===== config.mk =====
export PLATFORM = sky130hd
export DESIGN_NAME = loop_stream_buffer
export DESIGN_NICKNAME = d
export VERILOG_FILES = /design/src/rtl/lsd_pkg.sv /design/src/rtl/loop_buffer_ram.sv /design/src/rtl/loop_stream_buffer.sv
export SDC_FILE = /design/constraint.sdc
export NUM_CORES = 1
export LEC_CHECK = 0
export ABC_AREA = 1
export CAP_MARGIN = 40
export CORE_ASPECT_RATIO = 1.2
export CORE_MARGIN = 1.5
export CORE_UTILIZATION = 36
export CTS_CLUSTER_DIAMETER = 60
export DETAILED_ROUTE_END_ITERATION = 6
export GPL_TIMING_DRIVEN = 0
export HOLD_SLACK_MARGIN = 0.02
export SLEW_MARGIN = 20
export SYNTH_ARGS = -nofsm -noshare
export SYNTH_HDL_FRONTEND = slang
export SYNTH_SLANG_ARGS = --single-unit

===== constraint.sdc =====
create_clock -name clk -period 7.1 [get_ports clk]
set_clock_uncertainty 0.15 [all_clocks]
set_input_delay 1.775 -clock clk [delete_from_list [all_inputs] [get_ports clk]]
set_output_delay 1.775 -clock clk [all_outputs]
set_load 0.02 [all_outputs]

===== src/rtl/lsd_pkg.sv =====
// Shared constants and state encoding for the loop stream detector and its replay buffer.
package lsd_pkg;

  localparam int DEF_XLEN  = 32;
  localparam int DEF_DEPTH = 16;

  localparam logic [6:0] OPC_JAL    = 7'b1101111;
  localparam logic [6:0] OPC_BRANCH = 7'b1100011;

  typedef enum logic [2:0] {
    IDLE,
    DETECT,
    CAPTURE,
    CONFIRM,
    STREAM
  } state_e;

endpackage


===== src/rtl/loop_buffer_ram.sv =====
// Loop body storage: DEPTH x 32 register array, synchronous write, asynchronous read.
module loop_buffer_ram import lsd_pkg::*; #(
  parameter int DEPTH = DEF_DEPTH,
  parameter int PTR_W = $clog2(DEPTH)
) (
  input  logic             clk,
  input  logic             we,
  input  logic [PTR_W-1:0] waddr,
  input  logic [31:0]      wdata,
  input  logic [PTR_W-1:0] raddr,
  output logic [31:0]      rdata
);

  logic [31:0] mem [DEPTH];

  // NOTE: the array has no reset; every entry is written in CAPTURE before CONFIRM or STREAM can read it.
  always_ff @(posedge clk) begin
    if (we) mem[waddr] <= wdata;
  end

  assign rdata = mem[raddr];

endmodule


===== src/rtl/loop_stream_buffer.sv =====
// Loop stream detector: finds a backward branch, captures and confirms the loop body,
// then stalls fetch and replays the body from the buffer until EX reports a mispredict.
module loop_stream_buffer import lsd_pkg::*; #(
  parameter int XLEN     = DEF_XLEN,
  parameter int DEPTH    = DEF_DEPTH,
  parameter int MIN_ITER = 2,
  parameter int PTR_W    = $clog2(DEPTH)
) (
  input  logic            clk,
  input  logic            reset,
  input  logic            valid_in,
  input  logic            stall_in,
  input  logic [XLEN-1:0] curr_PC,
  input  logic [31:0]     instruction,
  input  logic [XLEN-1:0] immediate,
  input  logic            mispredict,
  input  logic [XLEN-1:0] redirect_pc,
  output logic            block_signal,
  output logic            reuse_signal,
  output logic [31:0]     instr_out,
  output logic [XLEN-1:0] pc_out,
  output logic            flush,
  output logic [XLEN-1:0] new_pc
);

  state_e            state_q, state_d;
  logic [XLEN-1:0]   start_pc_q, start_pc_d;
  logic [XLEN-1:0]   end_pc_q, end_pc_d;
  logic [PTR_W-1:0]  len_m1_q, len_m1_d;
  logic [PTR_W-1:0]  wr_ptr_q, wr_ptr_d;
  logic [PTR_W-1:0]  rd_ptr_q, rd_ptr_d;
  logic [3:0]        iter_q, iter_d;
  logic              flush_q, flush_d;
  logic [XLEN-1:0]   new_pc_q, new_pc_d;

  logic              accept, is_bwd, fits;
  logic [XLEN-1:0]   neg_imm, off, wr_pc, rd_pc;
  logic              ram_we;
  logic [PTR_W-1:0]  ram_waddr;
  logic [31:0]       ram_rdata;

  assign accept  = valid_in & ~stall_in;
  assign is_bwd  = ((instruction[6:0] == OPC_JAL) || (instruction[6:0] == OPC_BRANCH))
                   && immediate[XLEN-1];
  assign neg_imm = -immediate;
  assign off     = neg_imm >> 2;   // loop length minus one
  assign fits    = off < XLEN'(DEPTH);
  assign wr_pc   = start_pc_q + (XLEN'(wr_ptr_q) << 2);
  assign rd_pc   = start_pc_q + (XLEN'(rd_ptr_q) << 2);

  loop_buffer_ram #(.DEPTH(DEPTH), .PTR_W(PTR_W)) u_ram (
    .clk   (clk),
    .we    (ram_we),
    .waddr (ram_waddr),
    .wdata (instruction),
    .raddr (rd_ptr_q),
    .rdata (ram_rdata)
  );

  // NOTE: every signal driven here gets a default first so no path can infer a latch.
  always_comb begin
    state_d    = state_q;
    start_pc_d = start_pc_q;
    end_pc_d   = end_pc_q;
    len_m1_d   = len_m1_q;
    wr_ptr_d   = wr_ptr_q;
    rd_ptr_d   = rd_ptr_q;
    iter_d     = iter_q;
    flush_d    = 1'b0;
    new_pc_d   = '0;
    ram_we     = 1'b0;
    ram_waddr  = wr_ptr_q;

    if (mispredict) begin
      state_d  = IDLE;
      rd_ptr_d = '0;
      wr_ptr_d = '0;
      iter_d   = '0;
      if (state_q == STREAM) begin
        flush_d  = 1'b1;
        new_pc_d = redirect_pc;
      end
    end else begin
      case (state_q)
        IDLE: if (accept && is_bwd && fits) begin
          start_pc_d = curr_PC + immediate;
          end_pc_d   = curr_PC;
          len_m1_d   = off[PTR_W-1:0];
          state_d    = DETECT;
        end
        DETECT: if (accept) begin
          if (curr_PC == start_pc_q) begin
            ram_we    = 1'b1;
            ram_waddr = '0;
            wr_ptr_d  = PTR_W'(1);
            state_d   = CAPTURE;
          end else begin
            state_d = IDLE;
          end
        end
        CAPTURE: if (accept) begin
          if (curr_PC == wr_pc) begin
            ram_we   = 1'b1;
            wr_ptr_d = wr_ptr_q + PTR_W'(1);
            if (curr_PC == end_pc_q) begin
              iter_d   = 4'd1;
              rd_ptr_d = '0;
              state_d  = (MIN_ITER == 1) ? STREAM : CONFIRM;
            end
          end else begin
            state_d = IDLE;
          end
        end
        CONFIRM: if (accept) begin
          if ((curr_PC == rd_pc) && (instruction == ram_rdata)) begin
            if (rd_ptr_q == len_m1_q) begin
              rd_ptr_d = '0;
              iter_d   = iter_q + 4'd1;
              if (iter_q + 4'd1 == 4'(MIN_ITER)) state_d = STREAM;
            end else begin
              rd_ptr_d = rd_ptr_q + PTR_W'(1);
            end
          end else begin
            state_d = IDLE;
          end
        end
        STREAM: if (!stall_in) begin
          rd_ptr_d = (rd_ptr_q == len_m1_q) ? '0 : rd_ptr_q + PTR_W'(1);
        end
        default: state_d = IDLE;
      endcase
    end
  end

  always_ff @(posedge clk) begin
    if (reset) begin
      state_q    <= IDLE;
      start_pc_q <= '0;
      end_pc_q   <= '0;
      len_m1_q   <= '0;
      wr_ptr_q   <= '0;
      rd_ptr_q   <= '0;
      iter_q     <= '0;
      flush_q    <= 1'b0;
      new_pc_q   <= '0;
    end else begin
      state_q    <= state_d;
      start_pc_q <= start_pc_d;
      end_pc_q   <= end_pc_d;
      len_m1_q   <= len_m1_d;
      wr_ptr_q   <= wr_ptr_d;
      rd_ptr_q   <= rd_ptr_d;
      iter_q     <= iter_d;
      flush_q    <= flush_d;
      new_pc_q   <= new_pc_d;
    end
  end

  assign block_signal = (state_q == STREAM);
  assign reuse_signal = (state_q == STREAM);
  assign instr_out    = (state_q == STREAM) ? ram_rdata : '0;
  assign pc_out       = (state_q == STREAM) ? rd_pc : '0;
  assign flush        = flush_q;
  assign new_pc       = new_pc_q;

endmodule


==> impl_metrics.py <==
metrics = {
    "sta": {
        "maxSlewViolCount": 0,
        "timing.final.ws_setup_ns": 0.877,
        "setup_violations": 0,
        "fmax_mhz": 161,
        "period_needed_ns": 6.22,
        "worstMarginPinSlew_ns": 0.901,
        "period_share": 0.877,
        "slew_headroom": 0.397,
        "rsz0062_at_grt": "no",
        "hold_viol_final": 0,
    },
    "setup_path": {
        "crit_required_ns": 5.18,
        "worstSetupStartpointType": "flop",
        "worstPathCellList": "clkbuf_1 -> inv_1 -> nor2_1 -> inv_2 -> clkbuf_2 -> a21oi_1 -> clkdlybuf4s50_1",
        "end_kind": "output port",
        "timing.critical_path.buf_inv": 5,
        "arrival_ns": 4.30,
        "critical-path-top-delay-family": "buffers and inverters",
        "cp_max_fo": 10,
        "critPathSlowestCell": "clkdlybuf4s50_1",
        "critPathKind": "reg -> out",
        "crit_path_max_incr_delay_ns": 0.73,
    },
    "floorplan": {
        "start_util": 0.364,
        "die_w_um": 277,
        "core_mm2": 0.0892,
        "num_rows": 120,
        "die_area_mm2": 0.0919,
        "die_h_um": 332,
        "num_io_pins": 232,
    },
    "yosys": {
        "synth_simple_gate_area_frac": 0.253,
        "yosysTopAreaCellShare": 0.474,
        "synth-xor-area-share": 0.0361,
        "synth-adder-area-share": 0.0184,
        "ys_types": 59,
        "muxShareOfSynthArea": 0,
        "synthArstFlopShare": 0,
        "synthTopCellsByArea": "edfxtp_1, nand2_1, dfxtp_1, nor2_1, nand3_1",
        "synth_warnings": 0,
        "postSynthAreaPerCell_um2": 8.74,
        "synth-seq-area-share": 0.548,
        "synth_nets": 3889,
        "synth_compound_area_frac": 0.0786,
        "yosysTopAreaCell": "edfxtp_1",
        "synth_cells": 3710,
        "synth-edff-count": 512,
        "synth_flop_cell": "edfxtp_1",
        "ys_seq_elements": 632,
        "synth_area_mm2": 0.0324,
        "synth_top_family_by_area": "simple AND/OR/NAND/NOR gates",
    },
    "power_and_ir_drop": {
        "power_density_mw_per_mm2": 206,
        "leakage_uw": 0.0155,
        "worst_ir_drop_vdd_v": 0.000159,
    },
    "outcome": {
        "outcome": "finished, final reports clean",
    },
    "global_routing": {
        "overflow": 0,
        "grt_usage": 0.270,
        "grt_pass1_vias": 27000,
        "grt_first_pass_wirelength_mm": 181,
        "antenna_found_initial": 6,
        "grt_max_degree": 22,
    },
    "final_layout": {
        "area_growth_pct": 22.0,
        "multi_input_area_mm2": 0.0126,
        "final_layout_size_suffix_gt1_frac": 0.0809,
        "nNetsFinal": 4249,
        "final-seq-area_mm2": 0.0178,
        "design_area_mm2": 0.0396,
        "final_util": 0.444,
        "finalNonFillerCells": 5287,
        "fill_cells": 8775,
    },
    "clocking": {
        "cts-buffers-inserted": 72,
        "clkLatencyLatePin_ns": 0.64,
        "cts_tree": "yes",
        "clk_path_buf_depth": 3,
        "cts.sinks": 632,
        "hold_buffers": 0,
        "clk_pin_slew_ns": 0.06,
        "cts_resized": 0,
        "cts_setup_buffers": 0,
        "htree_levels": 3,
        "clockRootBuffer": "clkbuf_16",
    },
    "drt": {
        "routed_wirelength_mm": 127,
        "final_antenna_net_count": 0,
        "vias_per_cell": 5.38,
        "route.detailed.drc": 0,
        "routedWlPerCell_um": 24.0,
        "firstDrtPassIters": 6,
        "vias": 28500,
        "drtIter0Drc": 3205,
    },
    "place": {
        "pre_cts_slack_ns": 0.831,
        "post-place-cells": 5152,
        "hpwl_mm": 93.8,
        "gp_congestion": 0.954,
        "io_buffer_count": 231,
        "placed_cell_area_mm2": 0.0372,
    },
    "run": {
        "maxCapViolations": 0,
    },
    "min_path": {
        "hold_path_class": "reg -> reg",
    },
}
-- placed cells by master, fill, tap and decap left out, types with 4 or more instances in the layout --
| cell | instances |
|---|---|
| a21oi_1 | 154 |
| nand2_2 | 10 |
| buf_16 | 13 |
| o211ai_1 | 44 |
| buf_12 | 14 |
| nor2_4 | 24 |
| nor2_1 | 528 |
| clkinv_2 | 11 |
| nand2_1 | 864 |
| inv_2 | 10 |
| inv_1 | 366 |
| a211oi_2 | 6 |
| edfxtp_1 | 512 |
| buf_4 | 23 |
| buf_8 | 7 |
| xor2_1 | 75 |
| buf_1 | 21 |
| nand4_1 | 47 |
| clkinv_1 | 17 |
| dfxtp_1 | 120 |
| o21ai_1 | 17 |
| o2111ai_1 | 5 |
| buf_2 | 49 |
| xnor2_1 | 56 |
| nor3_1 | 16 |
| nand2_4 | 4 |
| ha_1 | 43 |
| clkdlybuf4s50_1 | 231 |
| buf_6 | 22 |
| nand3b_1 | 12 |
| or2_2 | 10 |
| nor4_1 | 9 |
| o21ai_0 | 215 |
| nand3_1 | 355 |
| clkbuf_1 | 59 |
| clkbuf_16 | 77 |
| nor2_2 | 19 |
| nand3_2 | 11 |
-- cell type report --
class,instances,share of cell area
well taps,1159,0.0367
plain buffers,140,0.0181
flip-flops and latches,632,0.449
repair buffers,286,0.0824
inverters,379,0.0360
clock buffers,92,0.0501
clock inverters,39,0.00794
multi-input cells,2559,0.319
diodes,1,0.0000633
-- layer usage --
metal  up-vias  track usage  share of wire
met4        12        0.137          0.053
li1      13100            -              -
met1     13500        0.330           0.38
met2      1531        0.455           0.48
met5         -            0        0.00059
met3       320       0.0485          0.092
-- worst paths after layout --
check	startpoint	end	slack, ns	cells past startpoint
min	iter_q[3]	iter_q[3]	0.35	2
min reg2reg	iter_q[3]	iter_q[3]	0.35	2
max reg2reg	wr_ptr_q[0]	u_ram.mem[12][26]	1.93	22
max	state_q[2]	instr_out[24]	0.88	7
-- logic make-up after synthesis --
family	after synthesis
simple gates	1919
flops	632
buf+inv	519
compound gates	462
xor+xnor	132
fa+ha+maj	46
-- metrics by stage --
stage,TNS (ns),total power [uW],hold slack (ns)
after floorplan,0,4300,0.324
after global placement,-866.04,4540,0.341
after detailed placement,0,4540,0.349
after CTS,0,8170,0.356
after global routing,0,8350,0.396
final,0,8160,0.354
-- state kept, by name, indices dropped and copies added (netlist names), named ones only --
register,count
start_pc_q,32
rd_ptr_q,4
state_q,3
wr_ptr_q,4
iter_q,4
flush,1
end_pc_q,32
len_m1_q,4
new_pc,32
u_ram.mem,512
-- synth_stat cells, drive strengths merged (3+ instances only) --
master / instances
o211ai: 44
ha: 43
nor2: 572
a211oi: 8
edfxtp: 512
a21boi: 3
buf: 94
a21oi: 154
o2111ai: 5
or2: 11
o21ai: 232
xnor2: 56
nor3: 18
nor4: 9
dfxtp: 120
nand3b: 13
xor2: 75
fa: 3
inv: 377
a21o: 3
nand4: 50
nand2: 878
o21a: 4
clkbuf: 46
nand3: 366
-- power by group --
group / switching [uW] / total, uW / internal [uW]
combinational: 304 / 472 / 168
clock: 1610 / 3690 / 2070
sequential: 0.0000000615 / 4000 / 4000
total: 1920 / 8160 / 6240
-- worst min-delay path: cells and delay by family (launching register included) --
family           cells  cell delay, ns
flip-flops           1            0.32
AND/OR/NAND/NOR      2            0.15
(Power assumes the default switching activity.)
